==> config.mk <==
export PLATFORM = sky130hd
export DESIGN_NAME = user_wb_port_regs
export DESIGN_NICKNAME = d
export VERILOG_FILES = /design/src/rtl/user_wb_port_pkg.sv /design/src/rtl/user_wb_port_regs_sync2.sv /design/src/rtl/user_wb_port_regs.sv
export SDC_FILE = /design/constraint.sdc
export NUM_CORES = 1
export LEC_CHECK = 0
export CORE_MARGIN = 5
export CORE_UTILIZATION = 63
export DETAILED_ROUTE_END_ITERATION = 10
export DONT_BUFFER_PORTS = 1
export PLACE_DENSITY = 0.87
export SLEW_MARGIN = 30
export SYNTH_ARGS = -nofsm -noshare
export SYNTH_HDL_FRONTEND = slang
export SYNTH_HIERARCHICAL = 1
export SYNTH_SLANG_ARGS = --single-unit
==> constraint.sdc <==
create_clock -name wb_clk_i -period 8.14 [get_ports wb_clk_i]
set_input_delay 0.814 -clock wb_clk_i [delete_from_list [all_inputs] [get_ports wb_clk_i]]
set_output_delay 0.814 -clock wb_clk_i [all_outputs]
set_load 0.05 [all_outputs]
==> src/rtl/user_wb_port_pkg.sv <==
// Shared constants and helpers for the user-area Wishbone register block.
//   - Register byte offsets within the 256-byte window decoded by the block.
//   - Reset values of the writable registers.
//   - byte_merge(): applies a Wishbone byte-lane-masked write to an old value.
package user_wb_port_pkg;

    localparam logic [7:0] OFF_CHECK    = 8'h00;
    localparam logic [7:0] OFF_OEB      = 8'h04;
    localparam logic [7:0] OFF_PADIN    = 8'h08;
    localparam logic [7:0] OFF_SCRATCH0 = 8'h0C;
    localparam logic [7:0] OFF_SCRATCH1 = 8'h10;
    localparam logic [7:0] OFF_SCRATCH2 = 8'h14;
    localparam logic [7:0] OFF_SCRATCH3 = 8'h18;
    localparam logic [7:0] OFF_ID       = 8'h1C;

    localparam logic [15:0] CHECK_RST   = 16'h0000;
    localparam logic [31:0] SCRATCH_RST = 32'h0000_0000;

    // Byte b of the result comes from new_val when sel[b] is set, else from old_val.
    function automatic logic [31:0] byte_merge(input logic [31:0] old_val,
                                               input logic [31:0] new_val,
                                               input logic [3:0]  sel);
        logic [31:0] res;
        res = old_val;
        for (int b = 0; b < 4; b++) begin
            if (sel[b]) res[b*8 +: 8] = new_val[b*8 +: 8];
        end
        return res;
    endfunction

endpackage

==> src/rtl/user_wb_port_regs_sync2.sv <==
// Two-flop synchronizer for a bus of asynchronous pad inputs.
// Ports: clk, rst (async, active high), d (async input), q (synchronized).
// Each bit is synchronized independently; multi-bit values are not coherent
// while they are changing.
module user_wb_port_sync2 #(
    parameter int WIDTH = 16
) (
    input  logic             clk,
    input  logic             rst,
    input  logic [WIDTH-1:0] d,
    output logic [WIDTH-1:0] q
);

    logic [WIDTH-1:0] meta;

    always_ff @(posedge clk or posedge rst) begin
        if (rst) begin
            meta <= '0;
            q    <= '0;
        end else begin
            meta <= d;
            q    <= meta;
        end
    end

endmodule

==> src/rtl/user_wb_port_regs.sv <==
// Wishbone slave register block for the user project area.
// Holds the CHECK word driven onto mprj_io[31:16], the pad output-enable-bar,
// a synchronized view of the pad inputs, four scratch words and a fixed ID.
// Ports:
//   wb_clk_i, wb_rst_i          clock, async active-high reset
//   wbs_cyc/stb/we/sel/adr/dat  Wishbone slave request
//   wbs_ack_o, wbs_dat_o        single-cycle ack, read data (0 outside ack)
//   wbs_err_o                   only with USER_WB_PORT_ERR_EN: error response
//                               for unmapped addresses and writes to RO regs
//   io_in, io_out, io_oeb       pad input, CHECK output, output-enable-bar
module user_wb_port_regs
    import user_wb_port_pkg::*;
#(
    parameter logic [31:0] BASE_ADR = 32'h3000_0000,
    parameter logic [31:0] ID_VALUE = 32'h5249_5343,
    parameter logic [15:0] OEB_RST  = 16'hFFFF
) (
    input  logic        wb_clk_i,
    input  logic        wb_rst_i,
    input  logic        wbs_cyc_i,
    input  logic        wbs_stb_i,
    input  logic        wbs_we_i,
    input  logic [3:0]  wbs_sel_i,
    input  logic [31:0] wbs_adr_i,
    input  logic [31:0] wbs_dat_i,
    output logic        wbs_ack_o,
`ifdef USER_WB_PORT_ERR_EN
    output logic        wbs_err_o,
`endif
    output logic [31:0] wbs_dat_o,
    input  logic [15:0] io_in,
    output logic [15:0] io_out,
    output logic [15:0] io_oeb
);

    logic [15:0]      check_q;
    logic [15:0]      oeb_q;
    logic [3:0][31:0] scratch_q;
    logic [15:0]      padin;
    logic [7:0]       off;
    logic             hit;
    logic             mapped;
    logic             ro;
    logic             req;
    logic [31:0]      rdata;
    logic [1:0]       unused_adr;

    assign unused_adr = wbs_adr_i[1:0];
    assign off        = {wbs_adr_i[7:2], 2'b00};
    assign hit        = (wbs_adr_i[31:8] == BASE_ADR[31:8]);
    assign io_out     = check_q;
    assign io_oeb     = oeb_q;

    // Excluding cycles where a response is already out makes a held strobe
    // produce one transfer every two cycles.
`ifdef USER_WB_PORT_ERR_EN
    assign req = wbs_cyc_i & wbs_stb_i & ~wbs_ack_o & ~wbs_err_o;
`else
    assign req = wbs_cyc_i & wbs_stb_i & ~wbs_ack_o;
`endif

    user_wb_port_sync2 #(.WIDTH(16)) u_sync (
        .clk (wb_clk_i),
        .rst (wb_rst_i),
        .d   (io_in),
        .q   (padin)
    );

    always_comb begin
        rdata  = '0;
        mapped = hit;
        ro     = 1'b0;
        if (hit) begin
            case (off)
                OFF_CHECK:    rdata = {16'h0000, check_q};
                OFF_OEB:      rdata = {16'h0000, oeb_q};
                OFF_PADIN:    begin rdata = {16'h0000, padin}; ro = 1'b1; end
                OFF_SCRATCH0: rdata = scratch_q[0];
                OFF_SCRATCH1: rdata = scratch_q[1];
                OFF_SCRATCH2: rdata = scratch_q[2];
                OFF_SCRATCH3: rdata = scratch_q[3];
                OFF_ID:       begin rdata = ID_VALUE; ro = 1'b1; end
                default:      mapped = 1'b0;
            endcase
        end
    end

    always_ff @(posedge wb_clk_i or posedge wb_rst_i) begin
        if (wb_rst_i) begin
            wbs_ack_o <= 1'b0;
`ifdef USER_WB_PORT_ERR_EN
            wbs_err_o <= 1'b0;
`endif
            wbs_dat_o <= '0;
            check_q   <= CHECK_RST;
            oeb_q     <= OEB_RST;
            scratch_q <= {4{SCRATCH_RST}};
        end else begin
            wbs_ack_o <= 1'b0;
`ifdef USER_WB_PORT_ERR_EN
            wbs_err_o <= 1'b0;
`endif
            wbs_dat_o <= '0;
            if (req) begin
`ifdef USER_WB_PORT_ERR_EN
                if (!mapped || (wbs_we_i && ro)) wbs_err_o <= 1'b1;
                else
`endif
                begin
                    wbs_ack_o <= 1'b1;
                    if (!wbs_we_i) begin
                        wbs_dat_o <= rdata;
                    end else if (hit) begin
                        case (off)
                            OFF_CHECK:    check_q <= 16'(byte_merge({16'h0000, check_q}, wbs_dat_i, wbs_sel_i));
                            OFF_OEB:      oeb_q   <= 16'(byte_merge({16'h0000, oeb_q}, wbs_dat_i, wbs_sel_i));
                            OFF_SCRATCH0: scratch_q[0] <= byte_merge(scratch_q[0], wbs_dat_i, wbs_sel_i);
                            OFF_SCRATCH1: scratch_q[1] <= byte_merge(scratch_q[1], wbs_dat_i, wbs_sel_i);
                            OFF_SCRATCH2: scratch_q[2] <= byte_merge(scratch_q[2], wbs_dat_i, wbs_sel_i);
                            OFF_SCRATCH3: scratch_q[3] <= byte_merge(scratch_q[3], wbs_dat_i, wbs_sel_i);
                            default: ;
                        endcase
                    end
                end
            end
        end
    end

endmodule

== Word-level counts from Yosys, hierarchy flattened ==
Cells that the tools add are included.

* Equality and inequality tests: 8
* Mux-type cells: 5
* Bitwise gates (word level): 3
* Reduce and logical (&&, ||, !) cells: 21

{| class="wikitable"
|+ Operator list
! cell !! number
|-
| case mux 32 bit (8 select lines) || 1
|-
| AND reduction 5 bit || 20
|-
| 2-to-1 mux 32 bit || 3
|-
| == test 24 x 22 -> 1 bit (second input constant) || 1
|-
| == test 6 x 3 -> 1 bit (second input constant) || 4
|-
| == test 6 x 2 -> 1 bit (second input constant) || 2
|-
| zero test 8 bit || 1
|-
| == test 6 x 1 -> 1 bit (second input constant) || 1
|-
| AND 1 bit || 2
|-
| 2-to-1 mux 1 bit || 1
|-
| inverter 1 bit || 1
|}

* Register bits: 225
* Input port bits: 89
* Output and inout bits: 65
* Logic and storage cells: 61

== Depth between registers and ports, before layout ==
Gate-level depths: netlist of the first run.

* Depth after elaboration: 5
* Gate-level depth with buffers: 7

== Cells and area by module ==
Netlist of the first run, hierarchy kept.

{| class="wikitable"
|+ By module, submodules not included
! module !! times used !! cells each !! area each (um^2)
|-
| user_wb_port_regs || 1 || 626 || 8,813.5
|-
| user_wb_port_sync2 || 1 || 33 || 804.5
|}

== Least setup slack after synthesis of the first run ==
OpenSTA, ideal clock, no wires.

* Kind: input to register
* Start: in wbs_adr_i[23]
* End: reg scratch_q[0] in the netlist's numbering
* Setup time: 125 ps
* Data arrival time: 2,341 ps
* Path slack: 5,674 ps
* Stages on the path: 5
* Path buffers: 1
* Path through: nor4_1 > nand3_1 > buf_4 > nor4_4 > mux2_2

* Longest elaborated chain between the ends: 2

{| class="wikitable"
|+ RTL lines
! what !! RTL line !! RTL
|-
| start, declared || user_wb_port_regs.sv:24 || <nowiki>input logic [31:0] wbs_adr_i,</nowiki>
|-
| == test 24 x 22 -> 1 bit || user_wb_port_regs.sv:50 || <nowiki>assign hit = (wbs_adr_i[31:8] == BASE_ADR[31:8]);</nowiki>
|-
| AND reduction 5 bit (no source line) || -- ||
|-
| end signal, assigned || user_wb_port_regs.sv:97 || <nowiki>scratch_q <= {4{SCRATCH_RST}};</nowiki>
|-
| end, declared || user_wb_port_regs.sv:38 || <nowiki>logic [3:0][31:0] scratch_q;</nowiki>
|}

Every way passes these cells.
A chain may end at the register's enable or synchronous reset.

== Final worst setup path of the first run ==
* Start: in wbs_adr_i[20]
* End: reg scratch_q[12] in the netlist's numbering

Same word-level chain as after synthesis.

==> reports/qor.yml, run 1 <==
routing:
  drtIter0Drc: 268
  post_drt_wl_per_cell_um: 25.3
  post_drt_via_cell_ratio: 6.58
  drc: 0
  drtPass1Iterations: 4
  wirelength_mm: 21.8
  ant_nets: 0
  vias: 5677
sta:
  finalHoldViolCount: 0
  tightest_slew_ns: 0.835
  finalSetupViolations: 0
  period_share: 0.362
  finalSetupTns_ns: 0
  max_freq_mhz: 340
  fin_skew_ns: 0.0142
  rsz0062_at_grt: "false"
  finalMaxSlewViolations: 0
  max_slew_margin: 0.439
  fin_crit_ns: 2.94
  fin_ws_ns: 5.20
global_route:
  grt_pass1_vias: 6438
  antenna_found_initial: 1
  grt_max_degree: 117
  grt_pass1_wl_mm: 35.5
  grt.overflow.total: 0
  track_usage: 0.250
synthesis:
  synth_edf_count: 0
  avgSynthCellArea_um2: 14.6
  ys.flop_type: "dfrtp_1"
  syn_area_mm2: 0.00962
  seq_area_frac_synth: 0.587
  yosysTopAreaCellShare: 0.544
  yosysTopAreaCell: "dfrtp_1"
  netlist_top_cells_count: "209 x dfrtp_1, 180 x mux2_2, 31 x nand2_1, 30 x a21oi_1, 20 x nor4_4"
  yosys_warnings: 6
  syn_nets: 748
  ys_ff_latch: 225
  ys_types: 40
  async_flop_share: 1.00
  yosysMostFrequentCell: "dfrtp_1"
  synth_cells: 659
  synth_area_leaders: "dfrtp_1 54%, mux2_2 21%, nor4_4 4.4%"
power_and_ir_drop:
  ir_drop_uv: 194
  p_leak_uw: 0.00500
  power_uw: 2230
  power_density_mw_per_mm2: 211
cts:
  post_cts_buffers: 0
  clk_pin_slew_ns: 0.07
  ctsHoldBuffers: 0
  insertion_delay_ns: 0.51
  cts_tree: "done"
  ctsRootBufferMaster: "clkbuf_16"
  h-tree-depth: 1
  numCtsBuffers: 23
  cts_buffer_depth: 3
  clock_sinks: 225
  cts_resized: 0
floorplanning:
  design.die.area_mm2: 0.0178
  rows: 45
  die_x_um: 134
  die_h_um: 134
  ios: 154
  start_util: 0.637
  core-area_mm2: 0.0151
critical_path:
  path_buf_inv: 0
  worst_path_max_delay_cell: "nor4_4"
  startpoint_type: "input port"
  end_kind: "flop"
  crit_arrival_ns: 3.33
  critPathMaxFanout: 20
  crit_family: "simple AND/OR/NAND/NOR gates"
  required_ns: 8.53
  crit_type: "input port to flop"
  max_stage_delay_ns: 0.92
  critical_path.cell_chain: "nor4bb_1, nand3_4, nor4_4, mux2_2"
placed_design:
  dp_hpwl_mm: 14.0
  io_buffers: 0
  preCtsSetupSlack_ns: 4.39
  place_congestion: 0.773
cells_and_area:
  seq_area_mm2: 0.00565
  fillCellCount: 976
  drive_above_1_share: 0.399
  diodes: 0
  fin_nets: 751
  area_delta_synth_final_pct: 9.67
  multiInputGateArea_mm2: 0.00384
run_status:
  status: "finished clean"
min_path:
  min_path_type: "input port to asynchronous set/reset pin"
run:
  maxCapViolCount: 0
[per-layer routing]
metal,part of all wire,global-route usage,vias up
met5,0.00050,0,-
met2,0.51,0.423,226
met3,0.073,0.0665,35
met4,0.017,0.0583,2
met1,0.40,0.328,2976
li1,-,-,2438
[where the power goes]
group | total, µW | internal, µW | leakage, µW | switching (µW)
combinational | 55.9 | 15.8 | 0.00163 | 40.1
sequential | 1130 | 1130 | 0.00301 | 3.38
clock | 1040 | 613 | 0.000360 | 426
[cell usage in the layout, fill, tap and decap left out, types with 5 or more instances in the layout]
| master | Yosys | layout |
|---|---|---|
| nor3_1 | 5 | 5 |
| a21oi_1 | 30 | 30 |
| a221o_1 | 9 | 9 |
| dfstp_2 | 16 | 16 |
| clkbuf_16 | 0 | 23 |
| mux2_2 | 180 | 180 |
| nand2_1 | 31 | 31 |
| nor4_4 | 20 | 20 |
| and2_1 | 11 | 11 |
| nor2_1 | 13 | 13 |
| mux4_2 | 6 | 6 |
| mux2i_1 | 15 | 15 |
| nor4_1 | 5 | 5 |
| nand2b_1 | 8 | 8 |
| dfrtp_1 | 209 | 209 |
| buf_4 | 4 | 5 |
| o21ai_0 | 18 | 18 |
| o221ai_1 | 14 | 14 |
| and3b_1 | 6 | 6 |
[final cells by class]
type,instances,share of cell area
inverter,4,0.00214
timing repair buffer,6,0.00463
multi-input combinational,402,0.364
clock buffer,30,0.0599
clock inverter,8,0.0112
tap,188,0.0223
sequential,225,0.536
[path summary, 6_finish.rpt]
check,start,endpoint,depth (start not counted),slack (ns)
setup / recovery,wbs_adr_i[20],scratch_q[12],4,5.20
hold / removal,wb_rst_i,u_sync/meta[5],1,0.14
setup reg to reg,wbs_ack_o,scratch_q[12],4,5.24
hold reg to reg,u_sync/meta[12],u_sync/q[12],0,0.35
max in group asynchronous,wb_rst_i,scratch_q[30],2,6.67
min in group wb_clk_i,io_in[5],u_sync/meta[5],0,0.32
[sequential cells by signal, summed over array words and instances, names as in the netlist]
name,count
wbs_dat_o,32
scratch_q,128
u_sync/q,16
io_oeb,16
wbs_ack_o,1
u_sync/meta,16
io_out,16
[metrics by stage]
| stage | cell area, µm² | utilization | hold slack (ns) | cells |
|---|---|---|---|---|
| 2_1_floorplan | 9620 | - | 0.331 | 659 |
| 6_report | 10500 | 0.699 | 0.145 | 863 |
| 3_3_place_gp | 9790 | 0.649 | 0.332 | 825 |
| 3_5_place_dp | 9790 | 0.649 | 0.335 | 825 |
| 5_1_grt | 10500 | 0.699 | 0.144 | 863 |
| 4_1_cts | 10500 | 0.698 | 0.132 | 863 |
[logic make-up (layout without fill, tap and decap cells)]
| logic type | Yosys count | in the layout | synth area share |
|---|---|---|---|
| and+or+nand+nor | 119 | 119 | 0.101 |
| buffers and inverters | 32 | 48 | 0.0144 |
| muxes | 202 | 202 | 0.242 |
| AOI/OAI and AO/OA | 81 | 81 | 0.0554 |
| DFF | 225 | 225 | 0.587 |
No activity file was read; power rests on OpenSTA's default activity.
==> run 2: changes to the inputs <==
==> constraint.sdc (replaced) <==
create_clock -name wb_clk_i -period 2.8 [get_ports wb_clk_i]
set_input_delay 0.28 -clock wb_clk_i [delete_from_list [all_inputs] [get_ports wb_clk_i]]
set_output_delay 0.28 -clock wb_clk_i [all_outputs]
set_load 0.05 [all_outputs]
==> run 2 against run 1 <==
Against the previous run: sequential power increased to 2.9 times the previous value; sequential share of layout area decreased by 3.2 points; setup slack got worse by 4.7 ns; register-to-register slack got worse by 4.7 ns; wire length increased by 3.1%; non-clock buffer count increased by 71; critical path depth increased by 1; global-route usage increased by 1.1 points; core utilization increased by 4.5 points; clock power increased to 2.9 times the previous value; cell count increased by 8.6%; critical endpoint is now scratch_q[19]; largest power group unchanged.
==> reports/qor.yml, run 2 (same netlist as run 1, synthesis figures left out) <==
routing:
  drc: 0  # unchanged
  wirelength_mm: 22.5  # was 21.8 mm
  met2_length_mm: 11.7  # was 11.1 mm
  post_drt_via_cell_ratio: 6.36  # was 6.58
  drtIter0Drc: 358  # was 268
  vias: 5960  # was 5677
  drt-met1-wl_mm: 8.80  # was 8.77 mm
  routed.top_layer: "met4"  # was met5
  post_drt_wl_per_cell_um: 24.0  # was 25.3 µm
  ant_nets: 0  # unchanged
  drtPass1Iterations: 4  # unchanged
  met3WireLength_mm: 1.53  # was 1.58 mm
sta:
  fin_hold_ws_ns: 0.0317  # was 0.145 ns
  finalSetupTns_ns: 0  # unchanged
  fin_crit_ns: 2.31
  finalSetupViolations: 0  # unchanged
  rsz0062_at_grt: "false"  # unchanged
  period_share: 0.824
  max_freq_mhz: 433
  tightest_slew_ns: 0.803  # was 0.835 ns
  finalMaxSlewViolations: 0  # unchanged
  fin_skew_ns: 0.00566  # was 0.0142 ns
  finalHoldViolCount: 0  # unchanged
  max_slew_margin: 0.463  # was 0.439
cells_and_area:
  seq_area_mm2: 0.00565  # unchanged
  drive_above_1_share: 0.389  # was 0.399
  final_area_mm2: 0.0112  # was 0.0105 mm²
  multiInputGateArea_mm2: 0.00383  # was 0.00384 mm²
  fillCellCount: 915  # was 976
  diodes: 0  # unchanged
  post-route-util: 0.744  # was 0.699
  final_cell_mix: "209 x dfrtp_1, 180 x mux2_2, 51 x dlygate4sd3_1"  # was 209 x dfrtp_1, 180 x mux2_2, 31 x nand2_1
  final_cells: 937  # was 863
  largest-register: "scratch_q"  # unchanged
  fin_nets: 822  # was 751
  area_delta_synth_final_pct: 16.7  # was 9.67%
  reg_top3: "scratch_q x128, wbs_dat_o x32"  # unchanged
  layout_commonest_cell: "dfrtp_1"  # unchanged
  largest_register_ffs: 128  # unchanged
critical_path:
  required_ns: 3.18  # was 8.53 ns
  r2r_cells: 5  # was 4
  end_kind: "flop"  # unchanged
  critPathMaxFanout: 20  # unchanged
  crit_type: "flop to flop"  # was input port to flop
  crit_arrival_ns: 2.69  # was 3.33 ns
  startpoint_type: "flop"  # was input port
placed_design:
  place_congestion: 0.798  # was 0.773
  io_buffers: 0  # unchanged
  post_dp_cell_area_mm2: 0.00996  # was 0.00979 mm²
  dp_hpwl_mm: 14.1  # was 14.0 mm
  placed_cells: 845  # was 825
power_and_ir_drop:
  ir_drop_uv: 534  # was 194 µV
  power_density_mw_per_mm2: 584  # was 211 mW/mm²
  p_leak_uw: 0.00534  # was 0.00500 µW
global_route:
  track_usage: 0.261  # was 0.250
  grt.overflow.total: 0  # unchanged
  grt_pass1_vias: 6679  # was 6438
  grt_pass1_wl_mm: 37.0  # was 35.5 mm
  antenna_found_initial: 0  # was 1
  grt_max_degree: 86  # was 117
run_status:
  status: "finished clean"  # unchanged
floorplanning:
  core-area_mm2: 0.0151  # unchanged
  design.die.area_mm2: 0.0178  # unchanged
  start_util: 0.637  # unchanged
  die_x_um: 134  # unchanged
  ios: 154  # unchanged
  rows: 45  # unchanged
  die_h_um: 134  # unchanged
cts:
  h-tree-depth: 1  # unchanged
  post_cts_buffers: 0  # unchanged
  clk_pin_slew_ns: 0.06  # was 0.07 ns
  numCtsBuffers: 23  # unchanged
  cts_tree: "done"  # unchanged
  cts_buffer_depth: 3  # unchanged
  insertion_delay_ns: 0.50  # was 0.51 ns
  ctsRootBufferMaster: "clkbuf_16"  # unchanged
  clock_sinks: 225  # unchanged
run:
  maxCapViolCount: 0  # unchanged
min_path:
  min_path_type: "input port to flop"  # was input port to asynchronous set/reset pin
  hold_path_depth: 1
run 2: changes by cell type in the layout (fill, tap and decap cells not counted), moves of 2 or more:
cell           change
buf_12             +2
buf_4             +19
clkinv_2           +4
dlygate4sd3_1     +51
run 2: worst max-delay path, cell delays in order, from the launching register on:
cell,delay (ns)
dfrtp_1,0.38
and3b_1,0.29
nand3_2,0.10
buf_4,0.32
nor4_4,0.68
mux2_2,0.42
run 2: per-layer routing:
metal,track usage,up-vias
li1,-,2582
met1,0.334,3090
met2,0.451,242
met3,0.0544,46
met4,0.0823,0
met5,0,-
run 2: timing repair:
| item | in CTS | in global routing |
|---|---|---|
| gates resized for setup | 0 | 0 |
| endpoints found under the hold margin | 216 | 0 |
| hold buffers | 51 | 0 |
run 2: path summary, 6_finish.rpt:
check	from	to	slack (ns)
min	wbs_cyc_i	wbs_ack_o	0.03
max	wbs_ack_o	scratch_q[19]	0.49
min in group asynchronous	wb_rst_i	u_sync/meta[7]	0.26
max reg2reg	wbs_ack_o	scratch_q[19]	0.49
min reg2reg	u_sync/meta[10]	u_sync/q[10]	0.35
max in group asynchronous	wb_rst_i	io_oeb[12]	1.54
run 2: cell type report:
cell class | instances | share of cell area
multi-input cells | 402 | 0.342
clock buffers | 32 | 0.0579
repair buffers | 77 | 0.0651
inverters | 4 | 0.00167
clock inverters | 9 | 0.00903
flip-flops and latches | 225 | 0.504
well taps | 188 | 0.0210
run 2: metrics by stage:
stage               total power [µW]  setup slack [ns]
global route                    6800             0.389
finish                          6560             0.492
CTS                             6610             0.491
global placement                3510             0.459
detailed placement              3520             0.432
floorplan                       3490            0.0426
run 2: power by group:
part           total (µW)  internal, µW  leakage, µW  switching, µW
Sequential           3280          3280      0.00301           7.50
Combinational         262           101      0.00195            162
Clock                3010          1800     0.000370           1210
